## config.mk

```make
export PLATFORM = sky130hd
export DESIGN_NAME = parking_counter
export DESIGN_NICKNAME = d
export VERILOG_FILES = /design/src/rtl/parking_counter.sv
export SDC_FILE = /design/constraint.sdc
export NUM_CORES = 1
export LEC_CHECK = 0
export CAP_MARGIN = 25
export CORE_UTILIZATION = 35
export CTS_CLUSTER_SIZE = 12
export DETAILED_ROUTE_END_ITERATION = 8
export SLEW_MARGIN = 40
export SYNTH_ARGS = -nofsm -noshare
export SYNTH_HDL_FRONTEND = slang
export SYNTH_SLANG_ARGS = --single-unit
```

## constraint.sdc

```tcl
create_clock -name clk -period 9.85 [get_ports clk]
set_clock_uncertainty 0.2 [all_clocks]
set_input_delay 1.97 -clock clk [delete_from_list [all_inputs] [get_ports clk]]
set_output_delay 1.97 -clock clk [all_outputs]
set_load 0.005 [all_outputs]
```

## src/rtl/parking_counter.sv

```systemverilog
`default_nettype none
// ============================================================================
//  Module      : parking_counter
//  Description : Multi-lane car park occupancy counter. Each lane has an
//                outer (sensor1) and inner (sensor2) light beam; a per-lane
//                direction FSM recognises complete entries and exits and
//                emits one-cycle incr/decr pulses. A saturating occupancy
//                counter sums the pulses of all lanes every cycle and flags
//                overflow/underflow attempts.
//                Optional build macro PARKING_DEBOUNCE_EN inserts a 2-flop
//                synchroniser and a DEBOUNCE_CYCLES-sample filter on every
//                sensor bit; without it raw sensors drive the FSMs directly.
//  Revision    : 1.0 - initial release
// ============================================================================
module parking_counter #(
   parameter int N_LANES         = 2,
   parameter int CAPACITY        = 100,
   parameter int DEBOUNCE_CYCLES = 4,
   localparam int CNT_W          = $clog2(CAPACITY + 1)
) (
   input  logic               clk,
   input  logic               rst,
   input  logic [N_LANES-1:0] sensor1,
   input  logic [N_LANES-1:0] sensor2,
   output logic [N_LANES-1:0] incr,
   output logic [N_LANES-1:0] decr,
   output logic [CNT_W-1:0]   count,
   output logic               full,
   output logic               empty,
   output logic               ovf,
   output logic               unf
);

   // Signed arithmetic width for count + delta: four spare bits cover the
   // sign and a delta of up to +/-8 lanes on top of CAPACITY.
   localparam int DW = CNT_W + 4;
   localparam logic signed [DW-1:0] CAP_S = DW'(CAPACITY);

   // ------------------------------------------------------------------------
   // Elaboration-time parameter range checks
   // ------------------------------------------------------------------------
   if (N_LANES < 1 || N_LANES > 8) begin : g_chk_lanes
      $error("parking_counter: N_LANES must be in 1..8");
   end
   if (CAPACITY < 1 || CAPACITY > 65535) begin : g_chk_capacity
      $error("parking_counter: CAPACITY must be in 1..65535");
   end
   if (DEBOUNCE_CYCLES < 2 || DEBOUNCE_CYCLES > 255) begin : g_chk_debounce
      $error("parking_counter: DEBOUNCE_CYCLES must be in 2..255");
   end

   // ------------------------------------------------------------------------
   // Sensor conditioning. Bit l is sensor1 of lane l, bit N_LANES+l is
   // sensor2 of lane l.
   // ------------------------------------------------------------------------
   logic [2*N_LANES-1:0] raw_sens;
   logic [2*N_LANES-1:0] filt_sens;

   assign raw_sens = {sensor2, sensor1};

`ifdef PARKING_DEBOUNCE_EN
   localparam int DB_W = $clog2(DEBOUNCE_CYCLES);

   for (genvar b = 0; b < 2*N_LANES; b++) begin : g_debounce
      logic            sync1_q;
      logic            sync2_q;
      logic            filt_q;
      logic [DB_W-1:0] run_q;

      // Synchronise the beam, then accept a new level only after it has been
      // seen DEBOUNCE_CYCLES times in a row; any return to the current
      // filtered level restarts the run.
      always_ff @(posedge clk) begin
         if (rst) begin
            sync1_q <= 1'b0;
            sync2_q <= 1'b0;
            filt_q  <= 1'b0;
            run_q   <= '0;
         end else begin
            sync1_q <= raw_sens[b];
            sync2_q <= sync1_q;
            if (sync2_q == filt_q) begin
               run_q <= '0;
            end else if (run_q == DB_W'(DEBOUNCE_CYCLES - 1)) begin
               filt_q <= sync2_q;
               run_q  <= '0;
            end else begin
               run_q <= run_q + 1'b1;
            end
         end
      end

      assign filt_sens[b] = filt_q;
   end
`else
   assign filt_sens = raw_sens;
`endif

   // ------------------------------------------------------------------------
   // Per-lane direction FSMs
   // ------------------------------------------------------------------------
   typedef enum logic [2:0] {
      ST_IDLE  = 3'd0,
      ST_IN_1  = 3'd1,
      ST_IN_2  = 3'd2,
      ST_IN_3  = 3'd3,
      ST_OUT_1 = 3'd4,
      ST_OUT_2 = 3'd5,
      ST_OUT_3 = 3'd6
   } lane_state_e;

   logic [N_LANES-1:0] incr_raw;
   logic [N_LANES-1:0] decr_raw;

   for (genvar l = 0; l < N_LANES; l++) begin : g_lane
      lane_state_e state_q;
      lane_state_e state_d;
      logic [1:0]  sens;      // {s1, s2}
      logic        lane_inc;
      logic        lane_dec;

      assign sens = {filt_sens[l], filt_sens[N_LANES + l]};

      // Lane state register; reset discards any vehicle in transit.
      always_ff @(posedge clk) begin
         if (rst) begin
            state_q <= ST_IDLE;
         end else begin
            state_q <= state_d;
         end
      end

      // Next-state and Mealy completion pulses. Entry runs 10,11,01,00;
      // exit is the mirror 01,11,10,00. Reversals step back, 00 before the
      // last stage aborts silently.
      always_comb begin
         state_d  = state_q;
         lane_inc = 1'b0;
         lane_dec = 1'b0;
         case (state_q)
            ST_IDLE: begin
               if (sens == 2'b10)      state_d = ST_IN_1;
               else if (sens == 2'b01) state_d = ST_OUT_1;
            end
            ST_IN_1: begin
               if (sens == 2'b11)      state_d = ST_IN_2;
               else if (sens == 2'b00) state_d = ST_IDLE;
            end
            ST_IN_2: begin
               case (sens)
                  2'b01:   state_d = ST_IN_3;
                  2'b10:   state_d = ST_IN_1;
                  2'b00:   state_d = ST_IDLE;
                  default: state_d = ST_IN_2;
               endcase
            end
            ST_IN_3: begin
               case (sens)
                  2'b00: begin
                     state_d  = ST_IDLE;
                     lane_inc = 1'b1;
                  end
                  2'b11:   state_d = ST_IN_2;
                  2'b10:   state_d = ST_IN_1;
                  default: state_d = ST_IN_3;
               endcase
            end
            ST_OUT_1: begin
               if (sens == 2'b11)      state_d = ST_OUT_2;
               else if (sens == 2'b00) state_d = ST_IDLE;
            end
            ST_OUT_2: begin
               case (sens)
                  2'b10:   state_d = ST_OUT_3;
                  2'b01:   state_d = ST_OUT_1;
                  2'b00:   state_d = ST_IDLE;
                  default: state_d = ST_OUT_2;
               endcase
            end
            ST_OUT_3: begin
               case (sens)
                  2'b00: begin
                     state_d  = ST_IDLE;
                     lane_dec = 1'b1;
                  end
                  2'b11:   state_d = ST_OUT_2;
                  2'b01:   state_d = ST_OUT_1;
                  default: state_d = ST_OUT_3;
               endcase
            end
            default: state_d = ST_IDLE;
         endcase
      end

      assign incr_raw[l] = lane_inc;
      assign decr_raw[l] = lane_dec;
   end

   // ------------------------------------------------------------------------
   // Occupancy counter
   // ------------------------------------------------------------------------
   logic [CNT_W-1:0]     count_q;
   logic [CNT_W-1:0]     count_d;
   logic [DW-1:0]        n_inc;
   logic [DW-1:0]        n_dec;
   logic signed [DW-1:0] delta;
   logic signed [DW-1:0] sum;
   logic                 ovf_c;
   logic                 unf_c;

   // Net change of this cycle and the saturated next occupancy. Opposing
   // pulses cancel before saturation, so they never flag ovf/unf.
   always_comb begin
      n_inc = '0;
      n_dec = '0;
      for (int i = 0; i < N_LANES; i++) begin
         n_inc = n_inc + {{(DW-1){1'b0}}, incr_raw[i]};
         n_dec = n_dec + {{(DW-1){1'b0}}, decr_raw[i]};
      end
      delta = $signed(n_inc) - $signed(n_dec);
      sum   = $signed({4'b0000, count_q}) + delta;
      unf_c = sum[DW-1];
      ovf_c = !sum[DW-1] && (sum > CAP_S);
      if (ovf_c) begin
         count_d = CNT_W'(CAPACITY);
      end else if (unf_c) begin
         count_d = '0;
      end else begin
         count_d = sum[CNT_W-1:0];
      end
   end

   // Occupancy register, updated at the edge that closes the pulse cycle.
   always_ff @(posedge clk) begin
      if (rst) begin
         count_q <= '0;
      end else begin
         count_q <= count_d;
      end
   end

   // Flags come from the registered count so they align with count itself.
   assign count = count_q;
   assign full  = (count_q == CNT_W'(CAPACITY));
   assign empty = (count_q == '0);

   // Pulses are forced low while reset is held.
   assign incr = incr_raw & {N_LANES{~rst}};
   assign decr = decr_raw & {N_LANES{~rst}};
   assign ovf  = ovf_c & ~rst;
   assign unf  = unf_c & ~rst;

endmodule
`default_nettype wire

```

==> flow_metrics.py, run 1 <==
metrics = {
    "timing": {
        "fin_crit_sh": 0.8735,
        "finalSetupViolations": 0,
        "finalHoldViolations": 0,
        "rsz0062_at_grt": "false",
        "slew_violations": 0,
        "fin_setup_tns_ns": 0,
        "tightest_slew_ns": 0.5922,
        "max-slew-margin-rel": 0.6001,
        "period_needed_ns": 8.604,
        "setup_ws_ns": 1.246,
        "timing.fmax_mhz": 116.2,
    },
    "drt": {
        "drc": 0,
        "routedWlPerCell_um": 13.69,
        "detail-route-antenna-nets": 0,
        "drtIter0Drc": 51,
        "drt_wl_total_um": 3176,
        "viasPerCell": 5.685,
        "firstDrtPassIters": 4,
        "num_vias": 1319,
    },
    "critical_path": {
        "critPathMaxStageDelay_ns": 0.58,
        "required_ns": 7.68,
        "cp.arrival_ns": 6.43,
        "crit_slowest_cell": "fa_1",
        "endpoint_kind": "primary output",
        "critPathMaxFanout": 5,
        "crit_type": "in -> out",
        "cp_cell_sequence": "clkdlybuf4s50_1, inv_1, ha_1, nand4b_1, fa_1, ha_1, inv_1, ha_1, inv_1, fa_1, or3_4, a2111oi_4, nor3_2, xnor2_2, o311ai_1, a21oi_1, clkdlybuf4s50_1",
        "startpoint_type": "input port",
    },
    "cells_and_area": {
        "n_fill_cell": 364,
        "nets": 212,
        "final_cell_area_um2": 1670,
        "antenna_cells": 0,
        "area_delta_synth_final_pct": 18.56,
        "layout-drive-gt1-share": 0.05978,
    },
    "synth": {
        "synth_seq_cells": 13,
        "syn_area_um2": 1409,
        "avgSynthCellArea_um2": 8.239,
        "synth_seq_area_share": 0.1847,
        "synth_cells": 171,
        "yosys.area.top_type_share": 0.1847,
        "synth-edff-count": 0,
        "synthDistinctLibCells": 48,
        "synth_area_leaders": "dfxtp_1, ha_1, nor2_1",
        "ys_async_sr_fraction": 0,
        "synth.largest_area_cell": "dfxtp_1",
        "yosys_warnings": 0,
        "syn-num-nets": 198,
        "synth_flop_cell": "dfxtp_1",
    },
    "clocking": {
        "ctsResizeCount": 0,
        "worst_skew_pair.late_latency_ns": 0.25,
        "cts_tree": "yes",
        "cts.clk_slew.worst_paths_ns": 0.06,
        "root_buffer": "clkbuf_8",
        "hold_buffers": 0,
        "cts_setup_buffers": 0,
        "cts_buffer_depth": 2,
        "clock-sinks": 13,
        "htreeDepth": 1,
        "numCtsBuffers": 3,
    },
    "floorplanning": {
        "io_pins": 21,
        "core_region_area_um2": 3771,
        "dieHeight_um": 65.45,
        "num_rows": 22,
        "initial_utilization": 0.3736,
        "die_w_um": 65.45,
        "die_area_um2": 4283,
    },
    "grt": {
        "use_met3": 0.02083,
        "first_global_vias": 1293,
        "met1_usage": 0.2082,
        "grt_max_degree": 15,
        "top_usage_layer": "met2",
        "grt_pass1_wl_um": 5533,
        "overflow": 0,
        "grt_use_met2": 0.2796,
        "grt_use_total": 0.1658,
        "antenna_found_initial": 0,
    },
    "power_and_ir_drop": {
        "ir_drop_mv": 0.04787,
        "p_per_area_nw_per_um2": 87.92,
        "comb_power_share": 0.220,
        "swShare": 0.3118,
        "power.internal_uw": 101.1,
        "p_clk_frac": 0.328,
        "p_leak_uw": 0.0006736,
        "switching_power_uw": 45.79,
        "power_frac_seq": 0.452,
    },
    "run": {
        "max_cap_violations": 0,
    },
    "outcome": {
        "status": "completed",
    },
    "place": {
        "dp_hpwl_um": 2550,
        "dpl_cell_area_um2": 1624,
        "place.gp.congestion": 0.8946,
        "dp_slack_ns": 1.248,
        "portBuffers": 20,
    },
    "min_path": {
        "hp-class": "reg -> reg",
    },
}
==> placed cells by master (no fill, tap or decap), drive strengths merged, types with 2 or more instances in the layout <==
master / count
nor2: 20
clkdlybuf4s50: 20
ha: 19
dfxtp: 13
a21oi: 10
inv: 9
xnor2: 7
nand2: 6
nand2b: 5
a211oi: 5
a31oi: 5
nand3: 4
nor4: 4
o21ai: 4
nor3b: 3
nor4b: 3
nand3b: 3
o22ai: 3
and4: 3
clkbuf: 3
nor3: 3
nand4b: 2
nor2b: 2
a311oi: 2
o21bai: 2
mux2i: 2
fa: 2
or3: 2
==> registers in the layout, summed over array words and instances, names as in the netlist <==
register / flops
count: 7
g_lane.state_q: 6
==> worst max-delay path, delay by kind of cell <==
kind	cells	cell delay, ns
AND/OR/NAND/NOR	3	0.66
adder cells (fa/ha/maj)	5	1.68
buffers and inverters	5	1.25
XOR/XNOR	1	0.18
AO/OA/AOI/OAI	3	0.68
==> layer usage <==
layer / vias to the layer above / wire [µm] / part of all wire
met1: 630 / 1527 / 0.48
met4: 0 / 73 / 0.023
met5: - / 0 / 0
met2: 28 / 1479 / 0.47
met3: 9 / 95 / 0.030
li1: 652 / - / -
==> power groups by stage <==
stage	clock, µW	combinational (µW)	sequential, µW
6_report	48.2	32.2	66.4
2_1_floorplan	0	30.2	59.7
3_5_place_dp	0	32.0	67.2
4_1_cts	49.6	32.1	66.1
3_3_place_gp	0	30.8	66.8
5_1_grt	52.4	36.3	68.1
==> cell usage after synthesis (all sizes together) (5+ instances only) <==
cell type,n
nor2,20
ha,19
dfxtp,13
a21oi,10
inv,9
clkbuf,8
xnor2,7
nand2,6
a211oi,5
a31oi,5
nand2b,5
==> logic make-up after synthesis <==
group,count (synthesis),synth area share
and+or+nand+nor,64,0.2611
AOI/OAI and AO/OA,42,0.2141
adders and majority gates,21,0.1972
buffers and inverters,20,0.05595
DFF,13,0.1847
xor gates and xnor gates,7,0.04885
muxes,4,0.03819
==> cell type report <==
class | instances | area, µm² | area share
Inverter | 9 | 33.78 | 0.02022
Clock inverter | 1 | 5.005 | 0.002996
Multi-Input combinational cell | 138 | 1070 | 0.6405
Timing Repair Buffer | 20 | 200.2 | 0.1199
Tap cell | 48 | 60.06 | 0.03596
Sequential cell | 13 | 260.3 | 0.1558
Clock buffer | 3 | 41.29 | 0.02472
==> stage by stage <==
step,power [µW],std cells,util,hold WS (ns)
after floorplan,89.96,171,-,0.3161
after global placement,97.61,228,0.4307,0.4061
after detailed placement,99.24,228,0.4307,0.4380
after CTS,147.8,232,0.4429,0.4452
after global routing,156.8,232,0.4429,0.5131
final,146.9,232,0.4429,0.4574
==> path summary, 6_finish.rpt <==
kind / cells after the start / start / slack [ns] / endpoint
worst max-delay path: 17 / sensor2[1] / 1.25 / ovf
worst max register to register: 12 / g_lane[1].state_q[0]$_SDFFE_PP0P_ / 5.69 / count[1]$_SDFF_PP0_
worst min register to register: 2 / g_lane[1].state_q[1]$_SDFFE_PP0P_ / 0.46 / g_lane[1].state_q[0]$_SDFFE_PP0P_
worst min-delay path: 2 / g_lane[1].state_q[1]$_SDFFE_PP0P_ / 0.46 / g_lane[1].state_q[0]$_SDFFE_PP0P_
(Power assumes the default switching activity.)
==> run 2: changes to the inputs <==
--- a/config.mk
+++ b/config.mk
@@ -7,7 +7,7 @@
 export LEC_CHECK = 0
 export CAP_MARGIN = 25
 export CORE_UTILIZATION = 35
-export CTS_CLUSTER_SIZE = 12
+export CTS_CLUSTER_SIZE = 20
 export DETAILED_ROUTE_END_ITERATION = 8
 export SLEW_MARGIN = 40
 export SYNTH_ARGS = -nofsm -noshare
==> results of run 2 <==
The final DEF is identical to that of run 1; final timing and power are the same.
==> run 3: changes to the inputs <==
--- a/config.mk
+++ b/config.mk
@@ -5,7 +5,7 @@
 export SDC_FILE = /design/constraint.sdc
 export NUM_CORES = 1
 export LEC_CHECK = 0
-export CAP_MARGIN = 25
+export CAP_MARGIN = 30
 export CORE_UTILIZATION = 35
 export CTS_CLUSTER_SIZE = 20
 export DETAILED_ROUTE_END_ITERATION = 8
==> results of run 3 <==
The final DEF is identical to that of run 1; final timing and power are the same.
